<file path="src/rtl/rd_sync_ctrl.sv">
// rd_sync_ctrl: read-domain side of an asynchronous FIFO.
// It synchronises the Gray write pointer into rclk and advances the read
// pointer on accepted reads. It produces registered empty, almost-empty and
// occupancy status, and flags any synchronised write-pointer step that is
// not a legal single-bit Gray transition.

module rd_sync_ctrl #(
  parameter int ADDRSIZE      = 4,
  parameter int SYNC_STAGES   = 2,
  parameter int AEMPTY_THRESH = 2
) (
  input  logic                rclk,
  input  logic                rrst_n,
  input  logic [ADDRSIZE:0]   wptr,
  input  logic                rinc,
  input  logic                err_clr,
  output logic [ADDRSIZE:0]   rptr,
  output logic [ADDRSIZE-1:0] raddr,
  output logic [ADDRSIZE:0]   rq_wptr,
  output logic                rempty,
  output logic                raempty,
  output logic [ADDRSIZE:0]   rcount,
  output logic                sync_err
);

  localparam int PW = ADDRSIZE + 1;
  localparam logic [ADDRSIZE:0] ONE    = {{ADDRSIZE{1'b0}}, 1'b1};
  localparam logic [ADDRSIZE:0] THRESH = PW'(AEMPTY_THRESH);

  // Reject illegal parameterisations at elaboration time.
  if (SYNC_STAGES < 2 || SYNC_STAGES > 4) begin : g_bad_sync_stages
    $error("rd_sync_ctrl: SYNC_STAGES must be in 2..4");
  end
  if (AEMPTY_THRESH < 0 || AEMPTY_THRESH > (1 << ADDRSIZE) - 1) begin : g_bad_thresh
    $error("rd_sync_ctrl: AEMPTY_THRESH must be in 0..2^ADDRSIZE-1");
  end

  // Synchronizer chain and its previous-sample register.
  logic [ADDRSIZE:0] sync_d [SYNC_STAGES];
  logic [ADDRSIZE:0] sync_q [SYNC_STAGES];
  logic [ADDRSIZE:0] prev_d;
  logic [ADDRSIZE:0] prev_q;

  // Read pointer state and registered status.
  logic [ADDRSIZE:0] rbin_d,   rbin_q;
  logic [ADDRSIZE:0] rptr_d,   rptr_q;
  logic              rempty_d, rempty_q;
  logic              raempty_d, raempty_q;
  logic [ADDRSIZE:0] rcount_d, rcount_q;
  logic              sync_err_d, sync_err_q;

  // Intermediate combinational values.
  logic              rd_accept;
  logic [ADDRSIZE:0] rbin_next;
  logic [ADDRSIZE:0] rgray_next;
  logic [ADDRSIZE:0] wbin_s;
  logic [ADDRSIZE:0] wdelta;
  logic              gray_viol;

  assign rq_wptr = sync_q[SYNC_STAGES-1];

  // Pure wiring between synchronizer stages; no logic may sit between flops.
  always_comb begin
    for (int i = 0; i < SYNC_STAGES; i++) begin
      sync_d[i] = '0;
    end
    sync_d[0] = wptr;
    for (int i = 1; i < SYNC_STAGES; i++) begin
      sync_d[i] = sync_q[i-1];
    end
    prev_d = rq_wptr;
  end

  // Convert the synchronised Gray write pointer back to binary.
  always_comb begin
    wbin_s = '0;
    for (int i = 0; i <= ADDRSIZE; i++) begin
      wbin_s[i] = ^(rq_wptr >> i);
    end
  end

  // Next read pointer, flags, occupancy and Gray-violation detection.
  always_comb begin
    rd_accept  = rinc & ~rempty_q;
    rbin_next  = rbin_q + (rd_accept ? ONE : '0);
    rgray_next = rbin_next ^ (rbin_next >> 1);

    rbin_d     = rbin_next;
    rptr_d     = rgray_next;
    rempty_d   = (rgray_next == rq_wptr);
    rcount_d   = wbin_s - rbin_next;
    raempty_d  = (rcount_d <= THRESH);

    wdelta     = rq_wptr ^ prev_q;
    gray_viol  = |(wdelta & (wdelta - ONE));
    sync_err_d = gray_viol | (sync_err_q & ~err_clr);
  end

  // Synchronizer stages and previous sample; reset discards in-flight data.
  always_ff @(posedge rclk or negedge rrst_n) begin
    if (!rrst_n) begin
      for (int i = 0; i < SYNC_STAGES; i++) begin
        sync_q[i] <= '0;
      end
      prev_q <= '0;
    end else begin
      for (int i = 0; i < SYNC_STAGES; i++) begin
        sync_q[i] <= sync_d[i];
      end
      prev_q <= prev_d;
    end
  end

  // Read pointer and status registers; empty and almost-empty reset asserted.
  always_ff @(posedge rclk or negedge rrst_n) begin
    if (!rrst_n) begin
      rbin_q     <= '0;
      rptr_q     <= '0;
      rempty_q   <= 1'b1;
      raempty_q  <= 1'b1;
      rcount_q   <= '0;
      sync_err_q <= 1'b0;
    end else begin
      rbin_q     <= rbin_d;
      rptr_q     <= rptr_d;
      rempty_q   <= rempty_d;
      raempty_q  <= raempty_d;
      rcount_q   <= rcount_d;
      sync_err_q <= sync_err_d;
    end
  end

  assign rptr     = rptr_q;
  assign raddr    = rbin_q[ADDRSIZE-1:0];
  assign rempty   = rempty_q;
  assign raempty  = raempty_q;
  assign rcount   = rcount_q;
  assign sync_err = sync_err_q;

endmodule
</file>
<file path="config.mk">
export PLATFORM = sky130hd
export DESIGN_NAME = rd_sync_ctrl
export DESIGN_NICKNAME = d
export VERILOG_FILES = /design/src/rtl/rd_sync_ctrl.sv
export SDC_FILE = /design/constraint.sdc
export NUM_CORES = 1
export LEC_CHECK = 0
export CORE_UTILIZATION = 48
export DETAILED_ROUTE_END_ITERATION = 7
export PLACE_DENSITY = 0.74
export SLEW_MARGIN = 25
export SYNTH_ARGS = -nofsm -noshare
export SYNTH_HDL_FRONTEND = slang
export SYNTH_SLANG_ARGS = --single-unit
</file>
<file path="constraint.sdc">
create_clock -name rclk -period 3.6 [get_ports rclk]
set_input_delay 0.54 -clock rclk [delete_from_list [all_inputs] [get_ports rclk]]
set_output_delay 0.54 -clock rclk [all_outputs]
set_load 0.005 [all_outputs]
</file>
==> impl_metrics.yaml <==
finish:
  nets: 152
  multiInputGateArea_sq_um: 514
  antenna_cells: 0
  regArea_sq_um: 803
  drive_gt1_frac: 0.129
  area_growth_syn_to_layout_pct: 32.5
  fill_cells: 204
placement:
  routabilityCongestion: 0.735
  hpwl_mm: 1.67
  io_buffers: 30
synth:
  yosysMostFrequentCell: "dfrtp_1"
  synth_area_sq_mm: 0.00135
  synth-main-ff-cell: "dfrtp_1"
  synthTopCellsByCount: "dfrtp_1, xnor2_1, xor2_1"
  syn_area_per_cell_sq_um: 13.3
  synth_top_cell_by_area: "dfrtp_1"
  yosysUniqueCellTypes: 32
  synth_nets: 115
  synth_top_area_share: 0.555
  synth_warnings: 0
  synth_area_leaders: "dfrtp_1, xnor2_1, xor2_1"
  syn_inst: 102
  ys_ff_latch: 32
  synth-edff-count: 0
  async_flop_share: 1.00
  ys_seq_area_frac: 0.594
pwr:
  power.leakage_uw: 0.000781
  power_density_mw_per_mm2: 936
  ir_worst_vdd_v: 0.000761
route:
  post_drt_wl_per_cell_um: 13.7
  via_count: 862
  first_pass_iters: 4
  remaining_drc_errors: 0
  routed_wl_mm: 2.33
  antenna_left: 0
  vias_per_cell: 5.07
  drt_iter0_drc: 14
worst_setup_path:
  crit_path_start_kind: "register"
  crit_arrival_ns: 3.09
  cp-end-kind: "register"
  timing_worst_setup_path_type: "register to register"
  worstPathRequired_ns: 3.83
  cp_max_fo: 5
grt:
  grt_pass1_vias: 851
  grt-ovfl-total: 0
  grt_start_max_net_pins: 33
  track_usage: 0.189
  antenna_found_initial: 0
  grt_pass1_wl_mm: 3.74
die:
  start_util: 0.527
  die_width_um: 55.1
  dieArea_sq_mm: 0.00303
  core_area_sq_mm: 0.00257
  die_h_um: 55.1
  row_count: 18
  io_pins: 31
cts:
  clockBufferDepth: 2
  clk_latency_ns: 0.33
  hold_buffers: 0
  ctsResizeCount: 0
  clkTransAtPathRegs_ns: 0.10
  cts_htree_levels: 2
  cts_buffers: 5
  postCtsSetupRepairBufs: 0
  numClockSinks: 32
  root_buffer: "clkbuf_4"
  cts_tree: "yes"
status:
  outcome: "completed"
timing:
  fin_crit_ns: 2.86
  min_period_over_period: 0.795
  tightestPinTransition_ns: 0.389
  finalMaxSlewViolations: 0
  clock_skew_ns: 0.00959
  max_slew_margin: 0.741
  fmax_mhz: 349
  hold_viol: 0
  setup_tns_ns: 0
  rsz0062_at_grt: "no"
  finalSetupViolCount: 0
  hold_ws_ns: 0.354
min_path:
  hold_class: "register to register"
flow_run:
  cap_viol_max_count: 0
==> logic make-up (layout without fill, tap and decap cells) <==
logic type / after synthesis / after routing / share of synthesized area
buf+inv: 9 / 47 / 0.0259
fa+ha+maj: 5 / 5 / 0.0444
xor+xnor: 28 / 28 / 0.204
simple gates: 16 / 16 / 0.0657
flops: 32 / 32 / 0.594
compound gates: 12 / 12 / 0.0657
==> placed cells by master, fill, tap and decap left out, drive strengths merged <==
| master | Yosys | layout |
|---|---|---|
| a2111oi | 1 | 1 |
| a211oi | 1 | 1 |
| a21oi | 2 | 2 |
| a31oi | 2 | 2 |
| and3 | 1 | 1 |
| and3b | 1 | 1 |
| and4 | 1 | 1 |
| buf | 1 | 2 |
| bufinv | 0 | 1 |
| clkbuf | 1 | 7 |
| clkdlybuf4s50 | 0 | 30 |
| dfrtp | 30 | 30 |
| dfstp | 2 | 2 |
| ha | 4 | 4 |
| inv | 7 | 7 |
| maj3 | 1 | 1 |
| nand2 | 3 | 3 |
| nand2b | 1 | 1 |
| nand3 | 1 | 1 |
| nor2 | 3 | 3 |
| nor2b | 2 | 2 |
| nor3 | 2 | 2 |
| o2111a | 1 | 1 |
| o21ai | 4 | 4 |
| o221ai | 1 | 1 |
| or3 | 1 | 1 |
| xnor2 | 17 | 17 |
| xor2 | 10 | 10 |
| xor3 | 1 | 1 |
==> final timing paths <==
| kind | startpoint | to | slack (ns) | cells after the start |
|---|---|---|---|---|
| setup / recovery | rq_wptr[2]$_DFF_PN0_ | raempty$_DFF_PN1_ | 0.74 | 10 |
| hold / removal | sync_d[2]$_DFF_PN0_ | rq_wptr[2]$_DFF_PN0_ | 0.35 | 0 |
| setup reg to reg | rq_wptr[2]$_DFF_PN0_ | raempty$_DFF_PN1_ | 0.74 | 10 |
| hold reg to reg | sync_d[2]$_DFF_PN0_ | rq_wptr[2]$_DFF_PN0_ | 0.35 | 0 |
| max in group asynchronous | rrst_n | rempty$_DFF_PN1_ | 2.68 | 2 |
| min in group asynchronous | rrst_n | sync_err$_DFF_PN0_ | 0.60 | 2 |
==> metrics by stage <==
| step | utilization | total power, uW | worst slack, ns | area, sq um | std cells |
|---|---|---|---|---|---|
| after floorplan | - | 1070 | 0.979 | 1350 | 102 |
| after global placement | 0.661 | 1350 | 0.654 | 1700 | 162 |
| after detailed placement | 0.661 | 1380 | 0.505 | 1700 | 162 |
| after CTS | 0.698 | 1690 | 0.677 | 1790 | 170 |
| after global routing | 0.698 | 1800 | 0.530 | 1790 | 170 |
| final | 0.698 | 1680 | 0.737 | 1790 | 170 |
==> flip-flops by register name (all words and copies together), names as in the netlist <==
signal,count
rbin_q,5
rempty,1
sync_err,1
raempty,1
rcount,5
sync_d,5
prev_q,5
rptr,4
rq_wptr,5
==> power by group <==
| part | switching, uW | internal, uW |
|---|---|---|
| registers | 56.5 | 473 |
| clock network | 116 | 184 |
| logic | 410 | 437 |
| total | 583 | 1090 |
==> metal layers <==
metal	vias to the layer above	GRT usage	wire length (um)
li1	407	-	-
met1	416	0.236	1020
met2	32	0.275	1100
met3	7	0.0628	155
met4	0	0.129	53
met5	-	0	0
==> cell type report <==
type	instances	area share
clock inverters	1	0.0168
repair buffers	32	0.176
clock buffers	7	0.0363
flip-flops and latches	32	0.448
multi-input cells	61	0.287
well taps	30	0.0209
inverters	7	0.0147
==> worst max-delay path: stages, from the launching register on <==
cell       delay (ns)
dfrtp_1          0.44
xor3_2           0.55
xnor2_2          0.31
xor2_1           0.20
ha_1             0.23
nor2_1           0.06
a21oi_1          0.18
o21ai_2          0.08
xor2_1           0.17
xnor2_1          0.17
a2111oi_2        0.36
Power figures use the tool's default switching activity.
